## config.mk

```make
export PLATFORM = sky130hd
export DESIGN_NAME = blind_motion_sequencer_flat
export DESIGN_NICKNAME = d
export VERILOG_FILES = /design/src/rtl/blind_motion_sequencer_if.sv /design/src/rtl/blind_motion_sequencer.sv /design/src/flat_wrapper.sv
export SDC_FILE = /design/constraint.sdc
export NUM_CORES = 1
export LEC_CHECK = 0
export ABC_AREA = 1
export CORE_MARGIN = 4
export CORE_UTILIZATION = 65
export CTS_BUF_LIST = sky130_fd_sc_hd__clkbuf_2 sky130_fd_sc_hd__clkbuf_4 sky130_fd_sc_hd__clkbuf_8
export DETAILED_ROUTE_END_ITERATION = 7
export PLACE_DENSITY = 0.92
export SYNTH_ARGS = -nofsm -noshare
export SYNTH_HDL_FRONTEND = slang
export SYNTH_SLANG_ARGS = --single-unit
```

## constraint.sdc

```tcl
create_clock -name clk -period 2.4 [get_ports clk]
set_clock_uncertainty 0.1 [all_clocks]
set_input_delay 0.6 -clock clk [delete_from_list [all_inputs] [get_ports clk]]
set_output_delay 0.6 -clock clk [all_outputs]
set_load 0.01 [all_outputs]
```

## src/rtl/blind_motion_sequencer_if.sv

```systemverilog
// Signal bundle between the blind motion sequencer and the switches,
// scheduler and stepper driver around it.
interface blind_motion_sequencer_if;
    logic [1:0] manual_pos;
    logic       auto_req_up;
    logic       auto_req_down;
    logic       stop_Up;
    logic       stop_Down;
    logic       fault_clr;
    logic [1:0] motor_cmd;
    logic       busy;
    logic       at_top;
    logic       at_bottom;
    logic       fault;

    modport master (
        output manual_pos, auto_req_up, auto_req_down, stop_Up, stop_Down, fault_clr,
        input  motor_cmd, busy, at_top, at_bottom, fault
    );

    modport slave (
        input  manual_pos, auto_req_up, auto_req_down, stop_Up, stop_Down, fault_clr,
        output motor_cmd, busy, at_top, at_bottom, fault
    );
endinterface

```

## src/rtl/blind_motion_sequencer.sv

```systemverilog
// Blind axis motion controller: manual/auto arbitration, limit debouncing,
// reversal dead time and travel timeout driving the stepper switch_pos input.
module blind_motion_sequencer #(
    parameter int unsigned DEBOUNCE_CYCLES = 500_000,
    parameter int unsigned REVERSE_DEAD    = 2_500_000,
    parameter int unsigned TRAVEL_TIMEOUT  = 1_000_000_000
) (
    input logic                     clk,
    input logic                     rst,
    blind_motion_sequencer_if.slave bus
);
    localparam logic [1:0]  CMD_HOLD    = 2'b00;
    localparam logic [1:0]  CMD_UP      = 2'b01;
    localparam logic [1:0]  CMD_DOWN    = 2'b10;
    localparam logic [31:0] DEB_LAST    = 32'(DEBOUNCE_CYCLES - 1);
    localparam logic [31:0] DEAD_LAST   = 32'(REVERSE_DEAD - 1);
    localparam logic [31:0] TRAVEL_LAST = 32'(TRAVEL_TIMEOUT - 1);

    typedef enum logic [2:0] {S_IDLE, S_UP, S_DOWN, S_DEAD, S_FAULT} state_t;
    typedef enum logic {SRC_MANUAL, SRC_AUTO} src_t;

    logic [1:0]  manual_meta, manual_sync;
    logic [1:0]  limit_meta, limit_sync, limit_deb;  // bit 1 = stop_Up, bit 0 = stop_Down
    logic [31:0] deb_cnt [2];

    state_t      state;
    src_t        src;
    logic        rev_up, rev_manual;
    logic        pend_valid, pend_up;
    logic [31:0] travel, dead_cnt;
    logic [1:0]  motor_cmd;
    logic        busy, fault;

    logic at_top, at_bottom, both_limits;
    logic man_up, man_down, man_req;
    logic pulse_up, pulse_down, auto_valid, auto_up;
    logic req_up, req_down;

    // NOTE: sequential state is written with <= only, so every register samples
    // the pre-edge value of every other register regardless of statement order.
    always_ff @(posedge clk) begin
        if (rst) begin
            manual_meta <= '0;
            manual_sync <= '0;
            // NOTE: limit stages reset to the released (high) level so the
            // debouncers do not see a phantom press while the pipes refill.
            limit_meta  <= '1;
            limit_sync  <= '1;
            limit_deb   <= '1;
            for (int i = 0; i < 2; i++) deb_cnt[i] <= '0;
        end else begin
            manual_meta <= bus.manual_pos;
            manual_sync <= manual_meta;
            limit_meta  <= {bus.stop_Up, bus.stop_Down};
            limit_sync  <= limit_meta;
            for (int i = 0; i < 2; i++) begin
                if (limit_sync[i] == limit_deb[i]) begin
                    deb_cnt[i] <= '0;
                end else if (deb_cnt[i] == DEB_LAST) begin
                    limit_deb[i] <= limit_sync[i];
                    deb_cnt[i]   <= '0;
                end else begin
                    deb_cnt[i] <= deb_cnt[i] + 32'd1;
                end
            end
        end
    end

    assign at_top      = ~limit_deb[1];
    assign at_bottom   = ~limit_deb[0];
    assign both_limits = at_top & at_bottom;

    assign man_up   = (manual_sync == 2'b01);
    assign man_down = (manual_sync == 2'b10);
    assign man_req  = man_up | man_down;

    // A fresh pulse is acted on in the cycle it arrives; the pending register
    // only carries requests that arrive while the reversal pause is running.
    assign pulse_up   = bus.auto_req_up & ~bus.auto_req_down;
    assign pulse_down = bus.auto_req_down & ~bus.auto_req_up;
    assign auto_valid = pulse_up | pulse_down | pend_valid;
    assign auto_up    = (pulse_up | pulse_down) ? pulse_up : pend_up;
    assign req_up     = man_up   | (~man_req & auto_valid & auto_up);
    assign req_down   = man_down | (~man_req & auto_valid & ~auto_up);

    always_ff @(posedge clk) begin
        if (rst) begin
            state      <= S_IDLE;
            src        <= SRC_AUTO;
            rev_up     <= 1'b0;
            rev_manual <= 1'b0;
            pend_valid <= 1'b0;
            pend_up    <= 1'b0;
            travel     <= '0;
            dead_cnt   <= '0;
            motor_cmd  <= CMD_HOLD;
            busy       <= 1'b0;
            fault      <= 1'b0;
        end else begin
            if (state != S_DEAD || man_req || both_limits) begin
                pend_valid <= 1'b0;
            end else if (pulse_up || pulse_down) begin
                pend_valid <= 1'b1;
                pend_up    <= pulse_up;
            end else if (pend_valid && (pend_up ? at_top : at_bottom)) begin
                pend_valid <= 1'b0;
            end

            travel   <= (travel == '1) ? travel : travel + 32'd1;
            dead_cnt <= (state == S_DEAD) ? dead_cnt + 32'd1 : '0;

            if (both_limits) begin
                state <= S_FAULT; motor_cmd <= CMD_HOLD; busy <= 1'b0; fault <= 1'b1;
            end else begin
                case (state)
                    S_IDLE: begin
                        if (req_up && !at_top) begin
                            state <= S_UP; motor_cmd <= CMD_UP; busy <= 1'b1;
                            travel <= '0; src <= man_req ? SRC_MANUAL : SRC_AUTO;
                        end else if (req_down && !at_bottom) begin
                            state <= S_DOWN; motor_cmd <= CMD_DOWN; busy <= 1'b1;
                            travel <= '0; src <= man_req ? SRC_MANUAL : SRC_AUTO;
                        end
                    end
                    S_UP, S_DOWN: begin
                        if (state == S_UP ? at_top : at_bottom) begin
                            state <= S_IDLE; motor_cmd <= CMD_HOLD; busy <= 1'b0;
                        end else if (travel == TRAVEL_LAST) begin
                            state <= S_FAULT; motor_cmd <= CMD_HOLD; busy <= 1'b0; fault <= 1'b1;
                        end else if (state == S_UP ? req_down : req_up) begin
                            state <= S_DEAD; motor_cmd <= CMD_HOLD;
                            rev_up <= (state == S_DOWN); rev_manual <= man_req;
                        end else if (src == SRC_MANUAL && !man_req) begin
                            state <= S_IDLE; motor_cmd <= CMD_HOLD; busy <= 1'b0;
                        end else if (state == S_UP ? man_up : man_down) begin
                            src <= SRC_MANUAL;
                        end
                    end
                    S_DEAD: begin
                        if (rev_manual && !man_req) begin
                            state <= S_IDLE; busy <= 1'b0;
                        end else if (dead_cnt == DEAD_LAST) begin
                            if (rev_up ? at_top : at_bottom) begin
                                state <= S_IDLE; busy <= 1'b0;
                            end else begin
                                state     <= rev_up ? S_UP : S_DOWN;
                                motor_cmd <= rev_up ? CMD_UP : CMD_DOWN;
                                travel    <= '0;
                                src       <= rev_manual ? SRC_MANUAL : SRC_AUTO;
                            end
                        end
                    end
                    S_FAULT: begin
                        if (bus.fault_clr && !man_req) begin
                            state <= S_IDLE; fault <= 1'b0;
                        end
                    end
                    default: begin
                        state <= S_IDLE; motor_cmd <= CMD_HOLD; busy <= 1'b0; fault <= 1'b0;
                    end
                endcase
            end
        end
    end

    assign bus.motor_cmd = motor_cmd;
    assign bus.busy      = busy;
    assign bus.fault     = fault;
    assign bus.at_top    = at_top;
    assign bus.at_bottom = at_bottom;
endmodule
```

## src/flat_wrapper.sv

```systemverilog
// flat-port wrapper written by rule: the top's interface ports become plain ports
module blind_motion_sequencer_flat 
#(
    parameter int unsigned DEBOUNCE_CYCLES = 500_000,
    parameter int unsigned REVERSE_DEAD    = 2_500_000,
    parameter int unsigned TRAVEL_TIMEOUT  = 1_000_000_000
)
  (clk, rst, bus_manual_pos, bus_auto_req_up, bus_auto_req_down, bus_stop_Up, bus_stop_Down, bus_fault_clr, bus_motor_cmd, bus_busy, bus_at_top, bus_at_bottom, bus_fault);
  blind_motion_sequencer_if bus_i ();
  input logic clk;
  input logic rst;
  input wire logic [$bits(bus_i.manual_pos)-1:0] bus_manual_pos;
  input wire logic [$bits(bus_i.auto_req_up)-1:0] bus_auto_req_up;
  input wire logic [$bits(bus_i.auto_req_down)-1:0] bus_auto_req_down;
  input wire logic [$bits(bus_i.stop_Up)-1:0] bus_stop_Up;
  input wire logic [$bits(bus_i.stop_Down)-1:0] bus_stop_Down;
  input wire logic [$bits(bus_i.fault_clr)-1:0] bus_fault_clr;
  output wire logic [$bits(bus_i.motor_cmd)-1:0] bus_motor_cmd;
  output wire logic [$bits(bus_i.busy)-1:0] bus_busy;
  output wire logic [$bits(bus_i.at_top)-1:0] bus_at_top;
  output wire logic [$bits(bus_i.at_bottom)-1:0] bus_at_bottom;
  output wire logic [$bits(bus_i.fault)-1:0] bus_fault;
  assign bus_i.manual_pos = bus_manual_pos;
  assign bus_i.auto_req_up = bus_auto_req_up;
  assign bus_i.auto_req_down = bus_auto_req_down;
  assign bus_i.stop_Up = bus_stop_Up;
  assign bus_i.stop_Down = bus_stop_Down;
  assign bus_i.fault_clr = bus_fault_clr;
  assign bus_motor_cmd = bus_i.motor_cmd;
  assign bus_busy = bus_i.busy;
  assign bus_at_top = bus_i.at_top;
  assign bus_at_bottom = bus_i.at_bottom;
  assign bus_fault = bus_i.fault;
  blind_motion_sequencer #(.DEBOUNCE_CYCLES(DEBOUNCE_CYCLES), .REVERSE_DEAD(REVERSE_DEAD), .TRAVEL_TIMEOUT(TRAVEL_TIMEOUT)) u_core (.clk(clk), .rst(rst), .bus(bus_i));
endmodule
```

==> impl_metrics.env, run 1 <==
export IMPL_run_status="finished, final reports clean"
export IMPL_die_w_um=126
export IMPL_worstHoldPathType="flop to flop"
export IMPL_dr_first_iter_drc_count=1080
export IMPL_synth_seq_cells=150
export IMPL_wl_per_cell_um=13.7
export IMPL_clk_latency_ns=0.47
export IMPL_grt_pass1_wl_um=35900
export IMPL_hp_start="u_core.limit_meta[0]"
export IMPL_area_growth_pct=11.9
export IMPL_place_congestion=0.995
export IMPL_async_flop_share_pct=0
export IMPL_crit_required_ns=1.70
export IMPL_root_buffer="clkbuf_8"
export IMPL_cp_slowest_cell="clkdlybuf4s50_1"
export IMPL_die_h_um=126
export IMPL_htreeDepth=4
export IMPL_dpl_hpwl_um=15800
export IMPL_max_freq_ghz=0.426
export IMPL_place_area_um2=9790
export IMPL_clk_path_buf_depth=2
export IMPL_finalSetupTns_ns=0
export IMPL_fin_util_pct=75.5
export IMPL_vdd_drop_max_mv=0.378
export IMPL_yosysSeqAreaShare_pct=40.1
export IMPL_crit_cells=2
export IMPL_syn_cell_area_um2=9080
export IMPL_r2r_start="u_core.deb_cnt[0][1]"
export IMPL_start_kind="flop"
export IMPL_p_leak_nw=3.90
export IMPL_synth_top_area_cell="edfxtp_1"
export IMPL_synthFlopType="dfxtp_1"
export IMPL_cp_data_arrival_time_ns=1.65
export IMPL_via_per_inst=5.57
export IMPL_clkSlewWorstSetupHoldPaths_ns=0.08
export IMPL_io_buffer_count=14
export IMPL_r2r_slack_ns=0.19
export IMPL_crit_family="buffers and inverters"
export IMPL_min_period_ns=2.35
export IMPL_r2r_cells=9
export IMPL_syn_inst=1256
export IMPL_crit_chain="inv_1 > clkdlybuf4s50_1"
export IMPL_crit_buf_inv=2
export IMPL_antenna_found_initial=0
export IMPL_max_stage_delay_ns=0.52
export IMPL_dr_pass1_iters=6
export IMPL_synth_avg_cell_area_um2=7.23
export IMPL_start_util_pct=67.5
export IMPL_yosysTopAreaCellShare_pct=21.2
export IMPL_rsz0062_at_grt="no"
export IMPL_post_cts_buffers=0
export IMPL_max_cap_violations=0
export IMPL_ys_warn_count=0
export IMPL_tritoncts="yes"
export IMPL_layout_drive_gt1_share_pct=9.40
export IMPL_wl_um=21200
export IMPL_vias=8629
export IMPL_grt_use_total_pct=27.1
export IMPL_synth_area_leaders="edfxtp_1 21%, dfxtp_1 19%, nand2_1 11%"
export IMPL_end_kind="primary output"
export IMPL_min_to="u_core.limit_sync[0]"
export IMPL_rows=42
export IMPL_core_um2=13500
export IMPL_numCtsBuffers=17
export IMPL_drc=0
export IMPL_setup_worst_path_class="flop to primary output"
export IMPL_finalHoldViolCount=0
export IMPL_fin_crit_sh_pct=97.8
export IMPL_antenna_cells=0
export IMPL_path_max_fanout=7
export IMPL_reg2reg_to="u_core.deb_cnt[0][20]"
export IMPL_nets=1375
export IMPL_yosysUniqueCellTypes=48
export IMPL_gr_total_overflow=0
export IMPL_pwr_density_cell_nw_per_um2=565
export IMPL_cts_hold_buf=0
export IMPL_grt_max_degree=33
export IMPL_clock_sinks=150
export IMPL_die_area_um2=15900
export IMPL_fillCellCount=1051
export IMPL_stdcell_area_um2=10200
export IMPL_pin_count=15
export IMPL_drv_slew=0
export IMPL_grt_pass1_vias=7785
export IMPL_setup_viol=0
export IMPL_hold_path_depth=1
export IMPL_p_total_mw=5.75
export IMPL_synth_edff_count=64
export IMPL_drt_antenna_violating_nets=0
==> how the worst max path moves through the flow <==
stage	startpoint	to	slack, ns
2_1_floorplan	bus_auto_req_down	u_core.travel[16]	0.25
3_3_place_gp	bus_auto_req_down	u_core.src	-0.27
3_5_place_dp	bus_auto_req_down	u_core.travel[3]	-0.36
4_1_cts	u_core.limit_deb[0]	bus_at_bottom	0.06
5_1_grt	bus_auto_req_down	u_core.travel[3]	0.02
6_report	u_core.limit_deb[0]	bus_at_bottom	0.05
==> synth_stat cells, types with 2 or more instances <==
| master | number |
|---|---|
| nand3b_1 | 8 |
| or3_1 | 2 |
| nor2_2 | 10 |
| nor3_4 | 3 |
| xnor2_1 | 16 |
| a21oi_1 | 71 |
| nand3_4 | 2 |
| nand3_2 | 9 |
| xor2_1 | 28 |
| nand4_1 | 46 |
| or2_2 | 13 |
| nor3b_1 | 15 |
| buf_6 | 2 |
| dfxtp_1 | 86 |
| a31oi_1 | 3 |
| o21bai_1 | 2 |
| nand3_1 | 68 |
| nor3_2 | 6 |
| inv_1 | 167 |
| nand2_1 | 260 |
| inv_2 | 6 |
| o21ai_0 | 31 |
| o21ai_1 | 4 |
| o31ai_1 | 5 |
| nor2_4 | 8 |
| edfxtp_1 | 64 |
| nor2_1 | 207 |
| nor3_1 | 52 |
| a21oi_2 | 2 |
| clkbuf_1 | 5 |
| buf_4 | 6 |
| nor4_1 | 15 |
| ha_1 | 7 |
| or2_0 | 3 |
| nand2_2 | 11 |
==> final cells by class <==
cell class / instances / area (um2) / share of cell area (%)
sequential: 150 / 3640 / 35.9
tap: 176 / 220 / 2.17
inverter: 173 / 649 / 6.39
clock inverter: 9 / 78.8 / 0.776
multi-input combinational: 981 / 4930 / 48.5
timing repair buffer: 36 / 355 / 3.50
clock buffer: 23 / 285 / 2.81
==> through the flow <==
step	hold WS (ns)	setup WS, ns	instances
detailed placement	0.299	-0.362	1516
floorplan	0.288	0.252	1319
global placement	0.293	-0.273	1516
global route	0.338	0.0195	1548
finish	0.318	0.0518	1548
CTS	0.318	0.0596	1548
==> layer usage <==
metal,global-route usage [%],vias to the layer above,routed length (um)
li1,-,4278,-
met1,38.2,3885,9500
met2,42.4,407,9580
met3,4.32,59,1580
met4,9.65,0,485
met5,0,-,0
==> where the power goes <==
group | switching (mW) | internal (mW) | total [mW]
combinational | 0.602 | 0.389 | 0.991
sequential | 0.121 | 2.78 | 2.90
clock | 0.961 | 0.895 | 1.86
==> cells by family after synthesis <==
logic type,synth area share [%]
AND/OR/NAND/NOR,39.2
XOR/XNOR,4.24
multiplexers,0.110
buffers and inverters,8.21
adder cells (fa/ha/maj),0.965
flip-flops,40.1
other,0.0413
AO/OA/AOI/OAI,7.11
==> state kept, by name, indices dropped and copies added, names as in the netlist, 2 cells and up <==
signal	cells
u_core.limit_deb	2
u_core.limit_sync	2
u_core.state	3
u_core.bus.motor_cmd	2
u_core.manual_meta	2
u_core.travel	32
u_core.deb_cnt	64
u_core.dead_cnt	32
u_core.limit_meta	2
u_core.manual_sync	2
==> what timing repair did <==
item,4_1_cts,5_1_grt
gates resized for setup,0,2
endpoints found under the setup margin,0,13
hold endpoints to repair,0,0
==> layout by cell type, fill, tap and decap left out, types with 3 or more instances in the layout <==
master	netlist	layout
inv_2	6	6
nand2_2	11	11
or2_0	3	3
xor2_1	28	28
clkdlybuf4s50_1	0	14
buf_12	0	4
nand3_1	68	68
ha_1	7	6
o21ai_0	31	30
inv_1	167	167
o31ai_1	5	5
dfxtp_1	86	86
nor3b_1	15	15
nor3_4	3	3
clkinv_2	0	3
o21ai_1	4	5
nor3_1	52	52
nand3_2	9	9
buf_4	6	18
nor2_2	10	10
nor4_1	15	15
a31oi_1	3	3
nor2_4	8	8
xnor2_1	16	16
nand3b_1	8	8
or2_2	13	13
clkbuf_8	0	18
a21oi_1	71	71
nand2_1	260	260
nor2_1	207	207
conb_1	1	64
nor3_2	6	6
nand4_1	46	46
edfxtp_1	64	64
clkbuf_4	0	5
No activity file was read; power rests on OpenSTA's default activity.
==> run 2, diff against run 1 <==
--- a/config.mk
+++ b/config.mk
@@ -6,11 +6,12 @@
 export NUM_CORES = 1
 export LEC_CHECK = 0
 export ABC_AREA = 1
+export CAP_MARGIN = 30
 export CORE_MARGIN = 4
 export CORE_UTILIZATION = 65
 export CTS_BUF_LIST = sky130_fd_sc_hd__clkbuf_2 sky130_fd_sc_hd__clkbuf_4 sky130_fd_sc_hd__clkbuf_8
 export DETAILED_ROUTE_END_ITERATION = 7
-export PLACE_DENSITY = 0.92
+export PLACE_DENSITY = 0.82
 export SYNTH_ARGS = -nofsm -noshare
 export SYNTH_HDL_FRONTEND = slang
 export SYNTH_SLANG_ARGS = --single-unit
==> impl_metrics.env, run 2 (same netlist as run 1, synthesis figures left out) <==
export IMPL_grt_use_total_pct=27.0
export IMPL_area_growth_pct=12.5
export IMPL_r2r_cells=9
export IMPL_hp_start="u_core.manual_meta[1]"
export IMPL_largest_reg_flops=64
export IMPL_startpoint="u_core.limit_deb[1]"
export IMPL_core_um2=13500
export IMPL_dr_first_iter_drc_count=956
export IMPL_pwr_density_cell_nw_per_um2=590
export IMPL_clk_latency_ns=0.46
export IMPL_max_slew_margin_rel_pct=64.0
export IMPL_path_max_fanout=8
export IMPL_rows=42
export IMPL_post_cts_buffers=0
export IMPL_reg_top3="u_core.deb_cnt (64), u_core.dead_cnt (32), u_core.travel (32)"
export IMPL_tightest_slew_ns=0.532
export IMPL_start_kind="flop"
export IMPL_finalHoldViolCount=0
export IMPL_wl_um=20800
export IMPL_p_leak_nw=3.93
export IMPL_place_inst=1514
export IMPL_tritoncts="yes"
export IMPL_die_h_um=126
export IMPL_antenna_found_initial=0
export IMPL_grt_pass1_vias=7938
export IMPL_final_cell_mix="260 x nand2_1, 206 x nor2_1, 167 x inv_1"
export IMPL_register_area_um2=3640
export IMPL_largest_register="u_core.deb_cnt"
export IMPL_fillCellCount=1082
export IMPL_pin_count=15
export IMPL_io_buffer_count=14
export IMPL_grt_pass1_wl_um=36000
export IMPL_numCtsBuffers=17
export IMPL_root_buffer="clkbuf_8"
export IMPL_drt_antenna_violating_nets=0
export IMPL_multiInputGateArea_um2=4930
export IMPL_place_congestion=0.938
export IMPL_pre_cts_ws_ns=-0.361
export IMPL_clock_sinks=150
export IMPL_max_cap_violations=0
export IMPL_die_w_um=126
export IMPL_r2r_start="u_core.deb_cnt[0][1]"
export IMPL_clk_path_buf_depth=2
export IMPL_layout_drive_gt1_share_pct=9.49
export IMPL_clkSlewWorstSetupHoldPaths_ns=0.07
export IMPL_worst_slack_ns=0.0997
export IMPL_grt_max_degree=33
export IMPL_end_kind="primary output"
export IMPL_nets=1373
export IMPL_dpl_hpwl_um=15600
export IMPL_crit_required_ns=1.70
export IMPL_reg2reg_to="u_core.deb_cnt[0][21]"
export IMPL_vdd_drop_max_mv=0.445
export IMPL_cts_hold_buf=0
export IMPL_gr_total_overflow=0
export IMPL_start_util_pct=67.5
export IMPL_max_freq_ghz=0.435
export IMPL_min_period_ns=2.30
export IMPL_drv_slew=0
export IMPL_htreeDepth=4
export IMPL_setup_worst_path_class="flop to primary output"
export IMPL_fin_crit_sh_pct=95.8
export IMPL_wl_per_cell_um=13.4
export IMPL_critPathCapture="bus_at_top"
export IMPL_vias=8491
export IMPL_mostFrequentLayoutCell="nand2_1"
export IMPL_cts_resized=0
export IMPL_drc=0
export IMPL_via_per_inst=5.49
export IMPL_r2r_slack_ns=0.23
export IMPL_antenna_cells=0
export IMPL_layout_cells_non_filler=1546
export IMPL_run_status="finished, final reports clean"
export IMPL_dr_pass1_iters=6
export IMPL_rsz0062_at_grt="no"
export IMPL_setup_viol=0
export IMPL_worstHoldPathType="flop to flop"
export IMPL_cp_data_arrival_time_ns=1.60
export IMPL_die_area_um2=15900
[run 2: cell count changes in the layout (fill, tap and decap cells not counted), moves of 2 or more]
cell	change
inv_4	+3
buf_4	-2
clkinvlp_4	-2
bufinv_16	+3
clkbuf_4	-4
[run 2: report_power, final]
part           total, mW  internal, mW  switching [mW]  leakage, nW
Sequential          2.90          2.78           0.119         1.36
Combinational      0.994         0.398           0.597         2.35
Clock               2.13          1.17           0.962        0.229
[run 2: worst min-delay path by stage]
stage	end	slack, ns	cells past startpoint
floorplan	u_core.manual_sync[0]	0.29	2
finish	u_core.manual_sync[1]	0.30	2
detailed placement	u_core.manual_sync[1]	0.30	2
global route	u_core.limit_sync[0]	0.34	1
global placement	u_core.limit_sync[0]	0.29	1
CTS	u_core.manual_sync[1]	0.31	2
[run 2: layout make-up]
type	instances	share of cell area [%]
inverter	173	6.36
multi-input combinational	981	48.3
sequential	150	35.7
tap	176	2.16
clock inverter	13	1.70
timing repair buffer	34	3.33
clock buffer	19	2.50
[run 2: metrics by stage]
stage / instance area [um2] / total power [mW] / TNS (ns) / util, % / hold WS [ns]
after floorplan: 9320 / 3.60 / 0 / - / 0.288
after global placement: 9780 / 3.91 / -10.96 / 72.7 / 0.293
after detailed placement: 9780 / 3.92 / -13.14 / 72.7 / 0.298
after CTS: 10200 / 6.04 / 0 / 75.9 / 0.307
after global routing: 10200 / 6.33 / 0 / 75.9 / 0.336
final: 10200 / 6.02 / 0 / 75.9 / 0.305
[run 2: routing by layer]
metal	share of wire [%]	vias up	wire length (um)	global-route usage, %
li1	-	4263	-	-
met4	2.4	0	508	8.77
met1	44	3829	9190	36.7
met2	46	337	9570	43.1
met5	0	-	0	0
met3	7.3	62	1510	6.22
[run 2: worst max-delay path: stages (launching register included)]
cell             delay (ns)
dfxtp_2                0.37
inv_1                  0.17
clkdlybuf4s50_1        0.61
==> edit 1, RTL diff (flow settings as in run 2) <==
Make the reset (`rst`) asynchronous in 2 clocked blocks.
--- a/src/rtl/blind_motion_sequencer.sv
+++ b/src/rtl/blind_motion_sequencer.sv
@@ -38,7 +38,7 @@
 
     // NOTE: sequential state is written with <= only, so every register samples
     // the pre-edge value of every other register regardless of statement order.
-    always_ff @(posedge clk) begin
+    always_ff @(posedge clk or posedge rst) begin
         if (rst) begin
             manual_meta <= '0;
             manual_sync <= '0;
@@ -83,7 +83,7 @@
     assign req_up     = man_up   | (~man_req & auto_valid & auto_up);
     assign req_down   = man_down | (~man_req & auto_valid & ~auto_up);
 
-    always_ff @(posedge clk) begin
+    always_ff @(posedge clk or posedge rst) begin
         if (rst) begin
             state      <= S_IDLE;
             src        <= SRC_AUTO;
Behaviour: differs if rst is asserted again (counterexample within 4 cycles, from zero or initial values and one cycle with rst high); with rst held inactive, the same outputs for 4 cycles.
==> edit 1 against run 2 <==
Die area increased by 2.8%. Synthesized area grew 3.0%. Hold slack got worse by 0.046 ns. Setup slack improved by 0.048 ns. First-iteration DRC count shrank 16%. Final cell count stayed put. Sequential cell count unchanged. Routed wire length rose by 6.1%. Final area increased by 0.71%. Global-route usage up 1.4 points.
Power is not compared: it rests on default switching activity, and its combinational part moved more than twofold at a synthesized area within 25%.
==> edit 1: results (changes against run 2) <==
wl on met1 -> 10000 microns (was 9190 microns)
flop2flop setup slack -> 0.21 ns (was 0.23 ns)
layout filler cell count -> 1138 (was 1082)
post-synthesis mux area share -> 0% (was 0.110%)
hold path startpoint -> u_core.manual_meta[0] (was u_core.manual_meta[1])
Hold Path End -> u_core.manual_sync[0] (was u_core.manual_sync[1])
GP Congestion -> 0.963 (was 0.938)
asr flop ratio synth -> 100% (was 0%)
top sig layer -> met4 (unchanged)
ys flop type -> dfrtp_1 (was dfxtp_1)
r2r startpoint -> u_core.travel[0] (was u_core.deb_cnt[0][1])
post-CTS resize count -> 0 (unchanged)
hold_ws -> 0.259 ns (was 0.305 ns)
arrival time at the worst endpoint -> 1.55 ns (was 1.60 ns)
sequential fraction of the synthesis area -> 40.2% (was 40.1%)
CP max-delay cell -> dfstp_2 (was clkdlybuf4s50_1)
vias in the first global route -> 7985 (was 7938)
Pleak -> 4.69 nW
post-synthesis xor/xnor area fraction -> 5.81% (was 4.24%)
metal2 WL -> 10200 microns (was 9570 microns)
Vias -> 8609 (was 8491)
status -> finished, final reports clean (unchanged)
r2r endpoint -> u_core.travel[27] (was u_core.deb_cnt[0][21])
detailed placer's ending HPWL -> 16800 microns (was 15600 microns)
pre-CTS WS -> -0.329 ns (was -0.361 ns)
commonest cells in the netlist -> nand2_1 (318), nor2_1 (219), inv_1 (181) (was nand2_1 (260), nor2_1 (207), inv_1 (167))
routing usage on met3 -> 4.83% (was 6.22%)
compound-gate portion of the synthesized area -> 4.91% (was 7.11%)
met3 WL -> 1510 microns (about the same)
hold-fix buffers at CTS -> 0 (unchanged)
CP delay by family, top -> flip-flops (was buffers and inverters)
Post-synth EDFFs -> 0 (was 64)
port buffer count -> 14 (unchanged)
M2 GR Usage -> 44.8% (was 43.1%)
GRT Total Usage -> 28.5% (was 27.0%)
DRT Wirelength -> 22000 microns (was 20800 microns)
vias per cell -> 5.57 (was 5.49)
Synth cell types -> 47 (was 48)
initial antenna violation count -> 0 (unchanged)
area taken by multi-input logic gates -> 4770 sq um (was 4930 sq um)
Placed Instance Area -> 9840 sq um (was 9780 sq um)
first-pass GRT wire length -> 37900 microns (was 36000 microns)
top cells by area, synth -> dfrtp_1 (38%), nand2_1 (13%), nor2_1 (8.8%) (was edfxtp_1 (21%), dfxtp_1 (19%), nand2_1 (11%))
CP max stage delay -> 0.56 ns (was 0.61 ns)
Starting DRT DRC Count -> 802 (was 956)
post-CTS setup buffer count -> 1 (was 0)
TritonRoute pass-1 iters -> 7 (was 6)
crit path max fanout -> 4 (was 8)
placed instance count -> 1511 (was 1514)
worst reg-to-reg path cell count -> 9 (unchanged)
slew margin rel. -> 50.5% (was 64.0%)
met1 global-route usage -> 41.0% (was 36.7%)
Total Nets Final -> 1369 (was 1373)
syn_area_per_cell -> 7.10 sq um (was 7.23 sq um)
Post-Synth Adder-Cell Area -> 0.937% (was 0.965%)
Hold Path Depth -> 0 (was 2)
layout cell share with drive strength beyond 1 -> 9.74% (was 9.49%)
## edit 1: how the worst max path moves through the flow
| stage | from | to | slack, ns |
|---|---|---|---|
| global route | bus_auto_req_down | u_core.travel[31] | 0.006 |
| floorplan | rst | u_core.bus.busy | -0.18 |
| CTS | u_core.limit_deb[0] | bus_at_bottom | 0.02 |
| global placement | bus_auto_req_down | u_core.travel[18] | -0.27 |
| detailed placement | bus_auto_req_down | u_core.state[0] | -0.33 |
| finish | u_core.limit_deb[0] | bus_at_bottom | 0.15 |
## edit 1: area by class of cell
cell class,count,area share [%]
multi-input cells,955,46.3
inverters,197,7.22
flip-flops and latches,150,36.6
clock inverters,13,1.67
repair buffers,32,3.53
clock buffers,19,2.48
well taps,180,2.19
## edit 1: power by group
part | switching, W | total, W | leakage (nW) | internal (W)
registers | 0.0000120 | 0.00255 | 2.03 | 0.00254
clock network | 0.00102 | 0.00210 | 0.205 | 0.00108
logic | 0.000107 | 0.000164 | 2.46 | 0.0000578
total | 0.00114 | 0.00482 | 4.69 | 0.00368
==> edit 2, RTL diff (flow settings as in run 2) <==
Without the edit above. `TRAVEL_TIMEOUT` is set to 1_000_000_000 in 2 places; all go to 500_000_000.
--- a/src/rtl/blind_motion_sequencer.sv
+++ b/src/rtl/blind_motion_sequencer.sv
@@ -3,7 +3,7 @@
 module blind_motion_sequencer #(
     parameter int unsigned DEBOUNCE_CYCLES = 500_000,
     parameter int unsigned REVERSE_DEAD    = 2_500_000,
-    parameter int unsigned TRAVEL_TIMEOUT  = 1_000_000_000
+    parameter int unsigned TRAVEL_TIMEOUT  = 500_000_000
 ) (
     input logic                     clk,
     input logic                     rst,
--- a/src/flat_wrapper.sv
+++ b/src/flat_wrapper.sv
@@ -3,7 +3,7 @@
 #(
     parameter int unsigned DEBOUNCE_CYCLES = 500_000,
     parameter int unsigned REVERSE_DEAD    = 2_500_000,
-    parameter int unsigned TRAVEL_TIMEOUT  = 1_000_000_000
+    parameter int unsigned TRAVEL_TIMEOUT  = 500_000_000
 )
   (clk, rst, bus_manual_pos, bus_auto_req_up, bus_auto_req_down, bus_stop_Up, bus_stop_Down, bus_fault_clr, bus_motor_cmd, bus_busy, bus_at_top, bus_at_bottom, bus_fault);
   blind_motion_sequencer_if bus_i ();
Function: no difference found for any inputs over 4 cycles, from zero or initial values and one cycle with rst high; that may be too few to reach the edited logic, so the function may still have changed.
==> edit 2 against run 2 <==
Hold slack improved by 0.022 ns. Maximum frequency is 0.79% lower. Combinational power shrank 0.8%. Sequential cell count stayed put. Critical path depth is the same. Final area shrank 1.2%. Sequential share of layout area rose by 0.41 points. Synthesized area down 0.76%. Setup slack got worse by 0.018 ns. Die area is 0.71% lower. Total power fell by 3.6%. Routed wire length shrank 2.8%. Largest power group unchanged.
==> edit 2: results (changes against run 2) <==
TritonRoute pass-1 iters -> 6 (unchanged)
Synth cell types -> 44 (was 48)
initial antenna violation count -> 0 (unchanged)
top flop regs -> u_core.deb_cnt: 64 flops, u_core.dead_cnt: 32 flops, u_core.travel: 32 flops (unchanged)
commonest cells in the netlist -> nand2_1 (278), nor2_1 (209), inv_1 (166) (was nand2_1 (260), nor2_1 (207), inv_1 (167))
actual slew at the worst max-slew pin -> 0.659 ns (was 0.532 ns)
Vias -> 8303 (was 8491)
detailed placer's ending HPWL -> 15600 microns (about the same)
sequential fraction of the synthesis area -> 40.4% (was 40.1%)
r2r startpoint -> u_core.deb_cnt[0][1] (unchanged)
crit path max fanout -> 7 (was 8)
VDD IR max -> 745 uV (was 445 uV)
Pleak -> 3.90 nW (was 3.93 nW)
Power, Total -> 0.00580 W (was 0.00602 W)
status -> finished, final reports clean (unchanged)
Post-synth EDFFs -> 64 (unchanged)
YS warnings -> 0 (unchanged)
placed instance count -> 1523 (was 1514)
GP Congestion -> 0.937 (was 0.938)
post-CTS resize count -> 0 (unchanged)
Hold Path End -> u_core.manual_sync[1] (unchanged)
hold path startpoint -> u_core.manual_meta[1] (unchanged)
Placed Instance Area -> 9680 sq um (was 9780 sq um)
layout cell share with drive strength beyond 1 -> 8.99% (was 9.49%)
first-pass GRT wire length -> 34500 microns (was 36000 microns)
flop2flop setup slack -> 0.22 ns
GRT Total Usage -> 25.9% (was 27.0%)
Clock Path Buffers -> 2 (unchanged)
post-CTS setup buffer count -> 0 (unchanged)
Hold Path Depth -> 2 (unchanged)
Tightest Hold Check Type -> register to register (unchanged)
top cells by area, synth -> edfxtp_1 (21%), dfxtp_1 (19%), nand2_1 (12%) (was edfxtp_1 (21%), dfxtp_1 (19%), nand2_1 (11%))
pre-CTS WS -> -0.354 ns (was -0.361 ns)
port buffer count -> 14 (unchanged)
Starting DRT DRC Count -> 658 (was 956)
vias in the first global route -> 7622 (was 7938)
total of max-cap violations -> 0 (unchanged)
P_clk -> 0.00193 W (was 0.00213 W)
P_comb -> 0.000986 W (was 0.000994 W)
ant diodes -> 0 (unchanged)
Total Nets Final -> 1382 (was 1373)
layout filler cell count -> 1096 (was 1082)
DRT Wirelength -> 20200 microns (was 20800 microns)
arrival time at the worst endpoint -> 1.62 ns (was 1.60 ns)
ys flop type -> dfxtp_1 (unchanged)
Num CTS Buffers -> 17 (unchanged)
asr flop ratio synth -> 0% (unchanged)
CTS HTree Levels -> 4 (unchanged)
P_sw -> 0.00168 W (about the same)
r2r endpoint -> u_core.deb_cnt[0][14] (was u_core.deb_cnt[0][21])
vias per cell -> 5.34 (was 5.49)
Syn Inst Count -> 1268 (was 1256)
[edit 2: critical path: stages (launching register included)]
cell and delay [ns]:
dfxtp_1 0.38, inv_1 0.21, clkdlybuf4s50_1 0.58
[edit 2: cells by family (layout without fill, tap and decap cells)]
family | Yosys count | count (layout) | synth area share (%)
simple gates | 762 | 762 | 39.7
fa+ha+maj | 7 | 7 | 0.972
xor+xnor | 37 | 37 | 3.60
flops | 150 | 150 | 40.4
buf+inv | 189 | 237 | 8.25
compound gates | 122 | 122 | 7.04
other cells | 1 | 64 | 0.0416
[edit 2: stage by stage]
stage	hold WS, ns	TNS (ns)	util [%]
global route	0.331	0	75.3
CTS	0.327	0	75.1
global placement	0.292	-9.74	72.3
floorplan	0.288	0	-
detailed placement	0.302	-12.51	72.3
finish	0.326	0	75.3
[edit 2: layout make-up]
type	instances	area, sq um	share of cell area (%)
Clock buffer	20	256	2.54
Multi-Input combinational cell	992	4890	48.4
Inverter	174	653	6.47
Clock inverter	12	126	1.25
Sequential cell	150	3640	36.1
Timing Repair Buffer	31	305	3.02
Tap cell	176	220	2.18
[edit 2: worst max path at each step]
stage,start,to,slack (ns)
finish,u_core.limit_deb[1],bus_at_top,0.08
global route,u_core.limit_deb[1],bus_at_top,0.03
CTS,u_core.limit_deb[1],bus_at_top,0.07
detailed placement,bus_auto_req_down,u_core.src,-0.35
global placement,bus_auto_req_down,u_core.bus.motor_cmd[1],-0.27
floorplan,bus_auto_req_down,u_core.travel[11],0.25
[edit 2: per-layer routing]
| layer | vias to the layer above | GRT usage, % | part of all wire, % |
|---|---|---|---|
| met5 | - | 0 | 0 |
| met4 | 0 | 7.26 | 1.8 |
| met3 | 39 | 5.04 | 5.1 |
| met2 | 231 | 42.7 | 46 |
| met1 | 3745 | 35.1 | 47 |
| li1 | 4288 | - | - |
